File: src/rtl/char_motion_ctrl_if.sv
// Movement and pixel-query bundle between the game-state FSM / compositor (master)
// and the character motion controller (slave).
interface char_motion_ctrl_if;
    logic [1:0]  direction;
    logic        charIsMoving;
    logic        charIsRunning;
    logic [1:0]  charMoveFrame;
    logic [3:0]  state_num;
    logic        blocked;
    logic [9:0]  DRAWX;
    logic [9:0]  DRAWY;
    logic [9:0]  mapX;
    logic [9:0]  mapY;
    logic [1:0]  facing;
    logic        stepping;
    logic        is_char_pixel;
    logic [11:0] sprite_addr;

    modport master (
        output direction, charIsMoving, charIsRunning, charMoveFrame,
               state_num, blocked, DRAWX, DRAWY,
        input  mapX, mapY, facing, stepping, is_char_pixel, sprite_addr
    );

    modport slave (
        input  direction, charIsMoving, charIsRunning, charMoveFrame,
               state_num, blocked, DRAWX, DRAWY,
        output mapX, mapY, facing, stepping, is_char_pixel, sprite_addr
    );
endinterface

File: src/rtl/char_motion_ctrl.sv
// Tile-aligned character motion driven by VGA frame ticks, with collision/map-edge
// blocking, plus the registered sprite ROM address / hit flag for the draw pixel.
module char_motion_ctrl #(
    parameter int unsigned TILE       = 16,
    parameter logic [9:0]  MAP_MAX_X  = 10'd624,
    parameter logic [9:0]  MAP_MAX_Y  = 10'd464,
    parameter logic [9:0]  START_X    = 10'd160,
    parameter logic [9:0]  START_Y    = 10'd160,
    parameter logic [9:0]  CHAR_X0    = 10'd312,
    parameter logic [9:0]  CHAR_Y0    = 10'd232,
    parameter logic [3:0]  BUMP_TICKS = 4'd8
) (
    input  logic Clk,
    input  logic Reset,
    input  logic VGA_VS,
    char_motion_ctrl_if.slave mv
);

    typedef enum logic [1:0] {IDLE, STEP, BUMP} state_t;

    state_t      state;
    logic [1:0]  vs_sync;
    logic        vs_prev;
    logic        tick;
    logic [9:0]  pos_x;
    logic [9:0]  pos_y;
    logic [1:0]  facing_r;
    logic        stepping_r;
    logic [1:0]  speed;
    logic [5:0]  remaining;
    logic [3:0]  bump_cnt;
    logic        edge_hit;
    logic [10:0] right_end;
    logic [10:0] down_end;
    logic [9:0]  col;
    logic [9:0]  row;
    logic        pix_hit;
    logic [1:0]  anim;
    logic        pix_hit_r;
    logic [11:0] sprite_addr_r;

    // VGA_VS is asynchronous; tick fires once per frame on its synchronized rising edge.
    always_ff @(posedge Clk) begin
        if (Reset) begin
            vs_sync <= 2'b00;
            vs_prev <= 1'b0;
        end else begin
            vs_sync <= {vs_sync[0], VGA_VS};
            vs_prev <= vs_sync[1];
        end
    end

    assign tick = vs_sync[1] & ~vs_prev;

    assign right_end = {1'b0, pos_x} + 11'(TILE);
    assign down_end  = {1'b0, pos_y} + 11'(TILE);

    // A step is rejected up front if the full tile move would leave the map.
    always_comb begin
        edge_hit = 1'b0;
        case (mv.direction)
            2'd0: edge_hit = down_end > {1'b0, MAP_MAX_Y};
            2'd1: edge_hit = pos_y < 10'(TILE);
            2'd2: edge_hit = pos_x < 10'(TILE);
            2'd3: edge_hit = right_end > {1'b0, MAP_MAX_X};
            default: edge_hit = 1'b0;
        endcase
    end

    always_ff @(posedge Clk) begin
        if (Reset) begin
            state      <= IDLE;
            pos_x      <= START_X;
            pos_y      <= START_Y;
            facing_r   <= 2'd0;
            stepping_r <= 1'b0;
            speed      <= 2'd1;
            remaining  <= 6'd0;
            bump_cnt   <= 4'd0;
        end else if (tick) begin
            if (mv.state_num == 4'd0) begin
                state      <= IDLE;
                pos_x      <= START_X;
                pos_y      <= START_Y;
                facing_r   <= 2'd0;
                stepping_r <= 1'b0;
                remaining  <= 6'd0;
                bump_cnt   <= 4'd0;
            end else if (mv.state_num == 4'd3) begin
                case (state)
                    IDLE: begin
                        if (mv.charIsMoving) begin
                            facing_r <= mv.direction;
                            if (mv.blocked || edge_hit) begin
                                state    <= BUMP;
                                bump_cnt <= BUMP_TICKS;
                            end else begin
                                state      <= STEP;
                                stepping_r <= 1'b1;
                                speed      <= mv.charIsRunning ? 2'd2 : 2'd1;
                                remaining  <= 6'(TILE);
                            end
                        end
                    end
                    STEP: begin
                        case (facing_r)
                            2'd0: pos_y <= pos_y + 10'(speed);
                            2'd1: pos_y <= pos_y - 10'(speed);
                            2'd2: pos_x <= pos_x - 10'(speed);
                            default: pos_x <= pos_x + 10'(speed);
                        endcase
                        if (remaining <= {4'd0, speed}) begin
                            remaining  <= 6'd0;
                            state      <= IDLE;
                            stepping_r <= 1'b0;
                        end else begin
                            remaining <= remaining - {4'd0, speed};
                        end
                    end
                    BUMP: begin
                        if (bump_cnt <= 4'd1) begin
                            bump_cnt <= 4'd0;
                            state    <= IDLE;
                        end else begin
                            bump_cnt <= bump_cnt - 4'd1;
                        end
                    end
                    default: begin
                        state      <= IDLE;
                        stepping_r <= 1'b0;
                    end
                endcase
            end
        end
    end

    // Unsigned wrap makes pixels left/above the box land far outside 0..15.
    assign col     = mv.DRAWX - CHAR_X0;
    assign row     = mv.DRAWY - CHAR_Y0;
    assign pix_hit = (col[9:4] == 6'd0) && (row[9:4] == 6'd0);
    assign anim    = (state == STEP) ? mv.charMoveFrame : 2'd0;

    always_ff @(posedge Clk) begin
        if (Reset) begin
            pix_hit_r     <= 1'b0;
            sprite_addr_r <= 12'd0;
        end else begin
            pix_hit_r     <= pix_hit;
            sprite_addr_r <= pix_hit ? {facing_r, anim, row[3:0], col[3:0]} : 12'd0;
        end
    end

    assign mv.mapX          = pos_x;
    assign mv.mapY          = pos_y;
    assign mv.facing        = facing_r;
    assign mv.stepping      = stepping_r;
    assign mv.is_char_pixel = pix_hit_r;
    assign mv.sprite_addr   = sprite_addr_r;

endmodule

File: src/flat_wrapper.sv
// flat-port wrapper written by rule: the top's interface ports become plain ports
module char_motion_ctrl_flat 
#(
    parameter int unsigned TILE       = 16,
    parameter logic [9:0]  MAP_MAX_X  = 10'd624,
    parameter logic [9:0]  MAP_MAX_Y  = 10'd464,
    parameter logic [9:0]  START_X    = 10'd160,
    parameter logic [9:0]  START_Y    = 10'd160,
    parameter logic [9:0]  CHAR_X0    = 10'd312,
    parameter logic [9:0]  CHAR_Y0    = 10'd232,
    parameter logic [3:0]  BUMP_TICKS = 4'd8
)
  (Clk, Reset, VGA_VS, mv_direction, mv_charIsMoving, mv_charIsRunning, mv_charMoveFrame, mv_state_num, mv_blocked, mv_DRAWX, mv_DRAWY, mv_mapX, mv_mapY, mv_facing, mv_stepping, mv_is_char_pixel, mv_sprite_addr);
  char_motion_ctrl_if mv_i ();
  input  logic Clk;
  input  logic Reset;
  input  logic VGA_VS;
  input wire logic [$bits(mv_i.direction)-1:0] mv_direction;
  input wire logic [$bits(mv_i.charIsMoving)-1:0] mv_charIsMoving;
  input wire logic [$bits(mv_i.charIsRunning)-1:0] mv_charIsRunning;
  input wire logic [$bits(mv_i.charMoveFrame)-1:0] mv_charMoveFrame;
  input wire logic [$bits(mv_i.state_num)-1:0] mv_state_num;
  input wire logic [$bits(mv_i.blocked)-1:0] mv_blocked;
  input wire logic [$bits(mv_i.DRAWX)-1:0] mv_DRAWX;
  input wire logic [$bits(mv_i.DRAWY)-1:0] mv_DRAWY;
  output wire logic [$bits(mv_i.mapX)-1:0] mv_mapX;
  output wire logic [$bits(mv_i.mapY)-1:0] mv_mapY;
  output wire logic [$bits(mv_i.facing)-1:0] mv_facing;
  output wire logic [$bits(mv_i.stepping)-1:0] mv_stepping;
  output wire logic [$bits(mv_i.is_char_pixel)-1:0] mv_is_char_pixel;
  output wire logic [$bits(mv_i.sprite_addr)-1:0] mv_sprite_addr;
  assign mv_i.direction = mv_direction;
  assign mv_i.charIsMoving = mv_charIsMoving;
  assign mv_i.charIsRunning = mv_charIsRunning;
  assign mv_i.charMoveFrame = mv_charMoveFrame;
  assign mv_i.state_num = mv_state_num;
  assign mv_i.blocked = mv_blocked;
  assign mv_i.DRAWX = mv_DRAWX;
  assign mv_i.DRAWY = mv_DRAWY;
  assign mv_mapX = mv_i.mapX;
  assign mv_mapY = mv_i.mapY;
  assign mv_facing = mv_i.facing;
  assign mv_stepping = mv_i.stepping;
  assign mv_is_char_pixel = mv_i.is_char_pixel;
  assign mv_sprite_addr = mv_i.sprite_addr;
  char_motion_ctrl #(.TILE(TILE), .MAP_MAX_X(MAP_MAX_X), .MAP_MAX_Y(MAP_MAX_Y), .START_X(START_X), .START_Y(START_Y), .CHAR_X0(CHAR_X0), .CHAR_Y0(CHAR_Y0), .BUMP_TICKS(BUMP_TICKS)) u_core (.Clk(Clk), .Reset(Reset), .VGA_VS(VGA_VS), .mv(mv_i));
endmodule
File: config.mk
export PLATFORM = sky130hd
export DESIGN_NAME = char_motion_ctrl_flat
export DESIGN_NICKNAME = d
export VERILOG_FILES = /design/src/rtl/char_motion_ctrl_if.sv /design/src/rtl/char_motion_ctrl.sv /design/src/flat_wrapper.sv
export SDC_FILE = /design/constraint.sdc
export NUM_CORES = 1
export LEC_CHECK = 0
export ABC_AREA = 0
export BUFFER_PORTS_ARGS = -buffer_cell sky130_fd_sc_hd__buf_2
export CORE_MARGIN = 5
export CORE_UTILIZATION = 45
export DETAILED_ROUTE_END_ITERATION = 7
export GPL_ROUTABILITY_DRIVEN = 0
export PLACE_DENSITY = 0.76
export SETUP_SLACK_MARGIN = 0.3
export SLEW_MARGIN = 0
export SYNTH_ARGS = -nofsm -noshare
export SYNTH_HDL_FRONTEND = slang
export SYNTH_SLANG_ARGS = --single-unit
File: constraint.sdc
create_clock -name Clk -period 4.5 [get_ports Clk]
set_input_delay 0.225 -clock Clk [delete_from_list [all_inputs] [get_ports Clk]]
set_output_delay 0.225 -clock Clk [all_outputs]
set_load 0.02 [all_outputs]
==> results.sh <==
export IMPL_fmax_mhz=319
export IMPL_hp_class="in -> reg"
export IMPL_cap_violations=0
export IMPL_cts_tree="built"
export IMPL_hp_start="mv_DRAWX[3]"
export IMPL_crit_chain="inv_1, ha_1, nand2b_1, ha_1, or2_2, o31a_1, a2111oi_0, nor3_1, a221o_1"
export IMPL_drcViolationCount=0
export IMPL_antenna_left=0
export IMPL_irDropWorstVdd_uv=142
export IMPL_whs_ns=0.108
export IMPL_comb_power_share=0.070
export IMPL_synth_nets=498
export IMPL_synth_cells=431
export IMPL_avgSynthCellArea_um2=8.37
export IMPL_fin_crit_sh=0.696
export IMPL_clk_latency_ns=0.31
export IMPL_ys_async_sr_fraction=0
export IMPL_relSlewSlack=0.311
export IMPL_die_w_um=99.5
export IMPL_pwr_share_clk=0.384
export IMPL_p_switching_w=0.000200
export IMPL_p_seq_frac=0.546
export IMPL_intPower_w=0.000662
export IMPL_grt_max_degree=58
export IMPL_yosysSeqAreaShare=0.294
export IMPL_cp_start_kind="flip-flop"
export IMPL_slowest_delay_ns=0.70
export IMPL_worst_setup_path_type="reg -> reg"
export IMPL_setup_tns_ns=0
export IMPL_worstMarginPinSlew_ns=1.03
export IMPL_antenna_cells=0
export IMPL_switching_share=0.232
export IMPL_worstPathArrival_ns=3.35
export IMPL_timing_final_crit_period_ns=3.13
export IMPL_worstSetupEndpointType="flip-flop"
export IMPL_grt_pass1_wl_mm=15.2
export IMPL_ys_flop_type="dfxtp_1"
export IMPL_antenna_found_initial=0
export IMPL_cts_clk_slew_worst_paths_ns=0.10
export IMPL_syn_area_mm2=0.00361
export IMPL_critPathSlowestCell="a2111oi_0"
export IMPL_synth_largest_area_cell="dfxtp_1"
export IMPL_gr_total_overflow=0
export IMPL_first_iter_violations=241
export IMPL_finClkSkew_ns=0.00796
export IMPL_area_growth_pct=15.5
export IMPL_worstPathRequired_ns=4.71
export IMPL_ys_seq_elements=53
export IMPL_crit_top_cell="ha_1"
export IMPL_via_per_inst=5.77
export IMPL_die_area_mm2=0.00991
export IMPL_final_layout_size_suffix_gt1_frac=0.198
export IMPL_nets=566
export IMPL_start_util=0.465
export IMPL_p_leak_nw=1.82
export IMPL_power_density_mw_per_mm2=207
export IMPL_wl_mm=9.06
export IMPL_r2r_start="u_core.speed[0]"
export IMPL_ioPinCount=70
export IMPL_vias=3474
export IMPL_yosysWarningCount=0
export IMPL_port_buffers=69
export IMPL_rows=32
export IMPL_hold_buffers=0
export IMPL_setup_violations_final=0
export IMPL_status="finished clean"
export IMPL_crit_start="u_core.speed[0]"
export IMPL_clockBufferDepth=2
export IMPL_grt_total_usage=0.180
export IMPL_cts_buffers=5
export IMPL_synth_edf_count=0
export IMPL_worst_path_max_fanout=13
export IMPL_synth_top_area_frac=0.294
export IMPL_cts_root_buf="clkbuf_8"
export IMPL_ys_types=72
export IMPL_maxSlewViolCount=0
export IMPL_clkSinkCount=53
export IMPL_first_pass_iters=5
export IMPL_utilization=0.537
export IMPL_placeableCoreArea_mm2=0.00777
export IMPL_grt_setup_unrepaired="false"
export IMPL_grt_pass1_vias=3303
export IMPL_die_h_um=99.5
export IMPL_cts_max_level=2
export IMPL_cts_resized=0
export IMPL_place_detailed_hpwl_mm=6.88
export IMPL_hold_violations=0
export IMPL_cts_setup_buffers=0
export IMPL_post_drt_wl_per_cell_um=15.0
export IMPL_netlist_top_cells_area="dfxtp_1 29%, ha_1 10%, nor2_1 4.7%"
-- synthesized netlist by cell type, types with 4 or more instances --
master    instances
a211oi_1          4
a21o_1            6
a21oi_1          19
a22oi_1           6
and2_1           10
and3_1            9
clkbuf_1          9
dfxtp_1          53
ha_1             30
inv_1            23
nand2_1          19
nand2b_1         14
nand3_1           9
nand3b_1         10
nand4_1           4
nor2_1           45
nor2b_1          12
nor3_1           24
nor3b_1           4
o211ai_1          5
o21a_1            7
o21ai_0          20
or3_1             4
or4_1             4
xnor2_1           7
-- path summary, 6_finish.rpt --
path | cells past startpoint | slack [ns] | end
setup / recovery | 9 | 1.37 | u_core.mv.mapX[9]
hold reg to reg | 1 | 0.46 | u_core.vs_sync[1]
setup reg to reg | 9 | 1.37 | u_core.mv.mapX[9]
hold / removal | 2 | 0.11 | u_core.mv.sprite_addr[3]
-- power groups by stage --
stage	combinational, W	sequential, W	clock (W)
6_report	0.0000603	0.000471	0.000331
5_1_grt	0.0000664	0.000471	0.000361
4_1_cts	0.0000598	0.000471	0.000344
3_5_place_dp	0.0000596	0.000482	0
3_3_place_gp	0.0000578	0.000482	0
2_1_floorplan	0.0000335	0.000482	0
-- registers in the layout, indices dropped and copies added (netlist names), 2 cells and up --
name	cells
u_core.speed	2
u_core.state	2
u_core.mv.facing	2
u_core.mv.mapX	10
u_core.mv.mapY	10
u_core.bump_cnt	4
u_core.mv.sprite_addr	12
u_core.vs_sync	2
u_core.remaining	6
-- cell type report --
type / count / area, µm²
Clock buffer: 5 / 68.8
Clock inverter: 3 / 46.3
Fill cell: 755 / 3600
Inverter: 23 / 86.3
Multi-Input combinational cell: 344 / 2410
Sequential cell: 53 / 1060
Tap cell: 102 / 128
Timing Repair Buffer: 72 / 368
-- layer usage --
metal / GRT usage / part of all wire
met5: 0 / 0
met4: 0.0378 / 0.010
met3: 0.0337 / 0.068
met2: 0.306 / 0.48
met1: 0.239 / 0.44
-- metrics by stage --
| step | instances | setup WS (ns) | cell area [µm²] | power (W) |
|---|---|---|---|---|
| floorplan | 431 | 1.79 | 3610 | 0.000515 |
| global placement | 594 | 1.61 | 4050 | 0.000539 |
| detailed placement | 594 | 1.45 | 4050 | 0.000541 |
| CTS | 602 | 1.42 | 4170 | 0.000875 |
| global route | 602 | 1.15 | 4170 | 0.000899 |
| finish | 602 | 1.37 | 4170 | 0.000862 |
-- kinds of logic after synthesis --
kind of cell / share of synthesized area
simple gates: 0.300
compound gates: 0.205
flops: 0.294
buf+inv: 0.0378
fa+ha+maj: 0.121
xor+xnor: 0.0243
mux: 0.0177
-- layout by cell type, fill, tap and decap left out, types with 7 or more instances in the layout --
| cell | instances |
|---|---|
| and2_1 | 10 |
| o21ai_0 | 20 |
| ha_1 | 30 |
| nor2b_1 | 12 |
| nand2b_1 | 14 |
| nand2_1 | 19 |
| nand3b_1 | 10 |
| nor3_1 | 24 |
| xnor2_1 | 7 |
| o21a_1 | 7 |
| inv_1 | 23 |
| a21oi_1 | 19 |
| nor2_1 | 45 |
| nand3_1 | 9 |
| and3_1 | 9 |
| buf_2 | 69 |
| dfxtp_1 | 53 |
-- worst max-delay path: cells and delay by family (launching register included) --
kind	cells	cell delay, ns
simple gates	3	0.76
compound gates	3	1.17
buf+inv	1	0.08
flops	1	0.41
fa+ha+maj	2	0.61
(Power assumes the default switching activity.)
